--- config.mk ---
export PLATFORM = sky130hd
export DESIGN_NAME = mul_seq_ctrl
export DESIGN_NICKNAME = d
export VERILOG_FILES = /design/src/rtl/mul_pkg.sv /design/src/rtl/mul_shift_add.sv /design/src/rtl/mul_seq_ctrl.sv
export SDC_FILE = /design/constraint.sdc
export NUM_CORES = 1
export LEC_CHECK = 0
export BUFFER_PORTS_ARGS = -buffer_cell sky130_fd_sc_hd__buf_2
export CAP_MARGIN = 5
export CORE_ASPECT_RATIO = 0.75
export CORE_MARGIN = 2
export CORE_UTILIZATION = 60
export CTS_CLUSTER_DIAMETER = 30
export CTS_CLUSTER_SIZE = 12
export DETAILED_ROUTE_END_ITERATION = 12
export GPL_TIMING_DRIVEN = 0
export PLACE_DENSITY = 0.89
export RECOVER_POWER = 100
export REMOVE_ABC_BUFFERS = 1
export SLEW_MARGIN = 10
export SYNTH_ARGS = -nofsm -noshare
export SYNTH_HDL_FRONTEND = slang
export SYNTH_HIERARCHICAL = 1
export SYNTH_SLANG_ARGS = --single-unit
--- constraint.sdc ---
create_clock -name clk -period 7.4 [get_ports clk]
set_clock_uncertainty 0.15 [all_clocks]
set_input_delay 0.74 -clock clk [delete_from_list [all_inputs] [get_ports clk]]
set_output_delay 0.74 -clock clk [all_outputs]
set_load 0.01 [all_outputs]
--- src/rtl/mul_pkg.sv ---
// mul_pkg: shared types and constants for the RV32M iterative multiplier.
package mul_pkg;

  localparam int MUL_XLEN = 32;
  localparam int MUL_ITER = MUL_XLEN;

  // Encoding matches the funct3[1:0] ordering of MUL/MULH/MULHSU/MULHU.
  typedef enum logic [1:0] {
    MUL_LO  = 2'b00,
    MUL_HSS = 2'b01,
    MUL_HSU = 2'b10,
    MUL_HUU = 2'b11
  } mul_op_t;

  typedef enum logic [1:0] {
    IDLE = 2'd0,
    BUSY = 2'd1,
    DONE = 2'd2
  } mul_state_t;

endpackage

--- src/rtl/mul_shift_add.sv ---
// mul_shift_add: unsigned shift-add datapath, one multiplier bit per step.
// The multiplier lives in the low half of the accumulator and is shifted
// out as product bits are shifted in, so no separate multiplier register
// is needed once loading is done.
module mul_shift_add
  import mul_pkg::*;
#(
  parameter int XLEN = MUL_XLEN,
  parameter int ITER = MUL_ITER
) (
  input  logic                clk,
  input  logic                rst,
  input  logic                load_i,
  input  logic                step_i,
  input  logic [XLEN-1:0]     mcand_i,
  input  logic [XLEN-1:0]     mplier_i,
  output logic                last_o,
  output logic [2*XLEN-1:0]   prod_o
);

  localparam int CW = $clog2(ITER);

  logic [CW-1:0]   count_q;
  logic [XLEN-1:0] mcand_q;
  logic [XLEN-1:0] accHi_q;
  logic [XLEN-1:0] accLo_q;
  logic [XLEN:0]   sum;

  // Conditional add of the multiplicand into the upper half, carry kept.
  always_comb begin
    sum = {1'b0, accHi_q} + (accLo_q[0] ? {1'b0, mcand_q} : {(XLEN+1){1'b0}});
  end

  // Product as it will look after the current step's shift; the controller
  // samples this on the final step so no extra settle cycle is needed.
  assign prod_o = {sum, accLo_q[XLEN-1:1]};
  assign last_o = (count_q == CW'(ITER - 1));

  // Load operands, then add-and-shift once per step.
  always_ff @(posedge clk) begin
    if (!rst) begin
      count_q <= '0;
      mcand_q <= '0;
      accHi_q <= '0;
      accLo_q <= '0;
    end else if (load_i) begin
      count_q <= '0;
      mcand_q <= mcand_i;
      accHi_q <= '0;
      accLo_q <= mplier_i;
    end else if (step_i) begin
      count_q <= count_q + CW'(1);
      accHi_q <= sum[XLEN:1];
      accLo_q <= {sum[0], accLo_q[XLEN-1:1]};
    end
  end

endmodule

--- src/rtl/mul_seq_ctrl.sv ---
// mul_seq_ctrl: EX-stage sequencer for RV32M MUL/MULH/MULHSU/MULHU.
// Multiplies magnitudes with mul_shift_add, then restores the sign and
// picks the requested half of the 2*XLEN product.
module mul_seq_ctrl
  import mul_pkg::*;
#(
  parameter int XLEN      = MUL_XLEN,
  parameter bit ZERO_SKIP = 1'b1
) (
  input  logic            clk,
  input  logic            rst,
  input  logic            mul_start,
  input  logic [1:0]      mul_op,
  input  logic            flush,
  input  logic [XLEN-1:0] rs1_data,
  input  logic [XLEN-1:0] rs2_data,
  output logic            mul_busy,
  output logic            mul_finish,
  output logic [XLEN-1:0] mul_result
);

  mul_state_t        state_q, state_d;
  mul_op_t           op_q;
  logic              sign_q;
  logic [XLEN-1:0]   result_q;
  logic              finish_q;

  mul_op_t           opIn;
  logic              rs1Neg, rs2Neg, zeroOp;
  logic              capture, skip, load, step, last;
  logic [XLEN-1:0]   rs1Mag, rs2Mag, resultSel;
  logic [2*XLEN-1:0] stepProd, prodSigned;

  // Decode signedness from the op and reduce both operands to magnitudes.
  always_comb begin
    opIn   = mul_op_t'(mul_op);
    rs1Neg = (opIn != MUL_HUU) && rs1_data[XLEN-1];
    rs2Neg = ((opIn == MUL_LO) || (opIn == MUL_HSS)) && rs2_data[XLEN-1];
    rs1Mag = rs1Neg ? -rs1_data : rs1_data;
    rs2Mag = rs2Neg ? -rs2_data : rs2_data;
    zeroOp = (rs1_data == '0) || (rs2_data == '0);
  end

  // Accept a new multiply only from IDLE; a killed instruction is ignored.
  always_comb begin
    capture = (state_q == IDLE) && mul_start && !flush;
    skip    = capture && ZERO_SKIP && zeroOp;
    load    = capture && !skip;
    step    = (state_q == BUSY) && !flush;
  end

  mul_shift_add #(
    .XLEN (XLEN),
    .ITER (XLEN)
  ) u_shift_add (
    .clk      (clk),
    .rst      (rst),
    .load_i   (load),
    .step_i   (step),
    .mcand_i  (rs1Mag),
    .mplier_i (rs2Mag),
    .last_o   (last),
    .prod_o   (stepProd)
  );

  // Restore the sign of the full product, then select the requested half.
  always_comb begin
    prodSigned = sign_q ? -stepProd : stepProd;
    resultSel  = (op_q == MUL_LO) ? prodSigned[XLEN-1:0] : prodSigned[2*XLEN-1:XLEN];
  end

  // Next-state logic: DONE always lasts exactly one cycle.
  always_comb begin
    state_d = state_q;
    case (state_q)
      IDLE: if (capture) state_d = skip ? DONE : BUSY;
      BUSY: begin
        if (flush)     state_d = IDLE;
        else if (last) state_d = DONE;
      end
      DONE:    state_d = IDLE;
      default: state_d = IDLE;
    endcase
  end

  // State, captured op/sign, registered finish pulse and result.
  always_ff @(posedge clk) begin
    if (!rst) begin
      state_q  <= IDLE;
      op_q     <= MUL_LO;
      sign_q   <= 1'b0;
      result_q <= '0;
      finish_q <= 1'b0;
    end else begin
      state_q  <= state_d;
      finish_q <= (state_d == DONE);
      if (capture) begin
        op_q   <= opIn;
        sign_q <= rs1Neg ^ rs2Neg;
      end
      if (skip) begin
        result_q <= '0;
      end else if (step && last) begin
        result_q <= resultSel;
      end
    end
  end

  assign mul_busy   = (state_q != IDLE);
  assign mul_finish = finish_q;
  assign mul_result = result_q;

endmodule

==> results.toml <==
[status]
status = "finished with violations"
violations = "capacitance limit, slew limit"

[global_route]
grt_usage = 0.353
grt_pass1_wl_um = 57900
antenna_found_initial = 0
first_global_vias = 11100
grt-ovfl-total = 0
grt_max_degree = 76

[finish]
fill_cells = 1648
num_antenna_cells = 0
syn2layout_area_growth_pct = 7.74
regArea_mm2 = 0.00278
stdcell_count = 1785
drive_gt1_frac = 0.0920
num-nets-final = 1627
multi_input_area_mm2 = 0.00810

[floorplan]
ioPinCount = 104
num_rows = 44
fp.dieH_um = 124
die_area_mm2 = 0.0205
initial_core_util = 0.606
die_w_um = 165
coreArea_mm2 = 0.0192

[clocking]
htree_levels = 4
cts_repair_resize_count = 0
cts_num_sinks = 139
cts_buffer_depth = 2
post-cts-setup-buffers = 0
cts_tree = "done"
clock_latency_ns = 0.44
clk_pin_slew_ns = 0.07
root_buffer = "clkbuf_16"
cts_buffers = 17
cts-hold-fix-buffers = 0

[logic_synthesis]
synth-xor-area-share = 0.0838
syn_area_mm2 = 0.0116
synth_top_family_by_area = "simple AND/OR/NAND/NOR gates"
synthMostInstantiatedCell = "dfxtp_1"
synth_cells = 1509
ys_types = 80
synth.top_cell.area_share = 0.240
synthSimpleGateAreaFrac = 0.287
async_flop_share = 0
yosysWarnings = 6
synth_top_area_cell = "dfxtp_1"
synth_compound_area_frac = 0.199
seq_area_frac_synth = 0.240
synthFlopType = "dfxtp_1"
synth_mux_area_frac = 0.0866
syn_area_per_cell_um2 = 7.69
synth-edff-count = 0
synth_adder_area_share = 0.0416
synthTopCellsByCount = "dfxtp_1 (139), nand2_1 (129), nor2_1 (108), mux2i_1 (97), clkbuf_1 (82)"
synth.ff_latch_count = 139
synth_area_leaders = "dfxtp_1 (24%), mux2i_1 (8.4%), xnor2_1 (4.4%)"

[power_and_ir_drop]
vdd_drop_max_uv = 156
power_density_mw_per_mm2 = 168
power_leakage_uw = 0.00496
finalPower_uw = 2100

[drt]
drtPass1Iterations = 6
via_count = 11900
drt_iter0_drc = 1850
ant_nets = 0
drt-total-wl_um = 36600
drc_errors = 0
wl_per_cell_um = 20.5
viasPerCell = 6.67

[placed_design]
post-place-ws_ns = 1.57
place.detailed.hpwl_um = 26400
routabilityCongestion = 1.04
dp_cells = 1753
io_buffers = 103

[sta]
rsz0062_at_grt = "no"
slew_violations = 141
max-slew-margin-rel = -0.954
fin_crit_ns = 6.45
worst_slew_pin_slew_ns = 2.93
setup_viol = 0
period_share = 0.871
worst_slack_ns = 0.953
fmax_mhz = 155
hold_viol = 0
holdWs_ns = 0.306

[worst_setup_path]
worst_ep_required_time_ns = 7.51
critPathKind = "reg -> reg"
critPathLaunchType = "flip-flop"
end_kind = "flip-flop"
crit_path_max_incr_delay_ns = 1.21
path_cells = "and2_0, ha_1, fa_1, a21o_1, a221oi_1, o31ai_1, xor2_1, or2_2, nor4_1, nand3_1, or4_1, a32oi_1, a211oi_1"
crit_arrival_ns = 6.55
critPathMaxFanout = 33
cp_slowest_cell = "nor4_1"

[job]
drv_cap = 4

[worst_hold_path]
hold_path_class = "reg -> reg"
==> path summary, 6_finish.rpt <==
kind	start	cells after the start	slack (ns)	to
setup reg to reg	u_shift_add/accLo_q[0]$_SDFFE_PN0P_	13	0.95	mul_result[31]$_SDFFE_PP0P_
hold reg to reg	mul_result[29]$_SDFFE_PP0P_	2	0.31	mul_result[29]$_SDFFE_PP0P_
setup / recovery	u_shift_add/accLo_q[0]$_SDFFE_PN0P_	13	0.95	mul_result[31]$_SDFFE_PP0P_
hold / removal	mul_result[29]$_SDFFE_PP0P_	2	0.31	mul_result[29]$_SDFFE_PP0P_
==> routing by layer <==
| layer | GRT usage | routed length (um) | vias up |
|---|---|---|---|
| met1 | 0.502 | 15900 | 5534 |
| met3 | 0.106 | 4390 | 117 |
| li1 | - | - | 5513 |
| met5 | 0 | 0 | - |
| met4 | 0.122 | 1220 | 0 |
| met2 | 0.506 | 15100 | 736 |
==> flip-flops by register name (all words and copies together) (netlist names), 2 cells and up <==
name / count
u_shift_add/accHi_q: 32
u_shift_add/mcand_q: 32
mul_result: 32
op_q: 2
state_q: 2
u_shift_add/accLo_q: 32
u_shift_add/count_q: 5
==> worst max-delay path: cells and delay by family (launching register included) <==
kind                       cells  cell delay, ns
DFF                            1            0.97
AOI/OAI and AO/OA              5            1.45
adders and majority gates      2            0.43
and+or+nand+nor                5            2.71
xor gates and xnor gates       1            0.52
==> metrics by stage <==
| stage | TNS (ns) | cell area (um2) | util |
|---|---|---|---|
| after floorplan | -169.00 | 11000 | - |
| after CTS | 0 | 12600 | 0.659 |
| after detailed placement | 0 | 12000 | 0.629 |
| after global placement | -526.06 | 11800 | 0.617 |
| final | 0 | 12500 | 0.652 |
| after global routing | 0 | 12500 | 0.652 |
==> cell type report <==
cell class	instances	share of cell area
clock buffers	19	0.0362
clock inverters	13	0.00951
inverters	26	0.00781
multi-input cells	1214	0.648
flip-flops and latches	139	0.223
well taps	253	0.0253
repair buffers	121	0.0504
==> kinds of logic after synthesis <==
| kind of cell | Yosys count |
|---|---|
| multiplexers | 100 |
| adder cells (fa/ha/maj) | 38 |
| AND/OR/NAND/NOR | 617 |
| flip-flops | 139 |
| buffers and inverters | 156 |
| XOR/XNOR | 111 |
| AO/OA/AOI/OAI | 348 |
==> cell usage in the layout, fill, tap and decap left out, types with 24 or more instances in the layout <==
cell / instances
nor4_1: 40
xor2_1: 53
nand3_1: 36
nor2b_1: 38
a21o_1: 32
and2_1: 42
a21oi_1: 79
o21ai_0: 73
and2_0: 30
nor3_1: 45
ha_1: 37
nor2_1: 106
nand2_1: 129
inv_1: 25
dfxtp_1: 138
mux2i_1: 97
xnor2_1: 58
clkbuf_1: 44
a31oi_1: 24
or3_1: 26
buf_2: 67
==> power breakdown <==
part	switching (uW)	leakage (uW)	total, uW	internal, uW
sequential	37.5	0.00113	808	771
combinational	282	0.00356	444	162
clock	388	0.000278	848	461
Note: power is estimated with default switching activity, not from simulation.
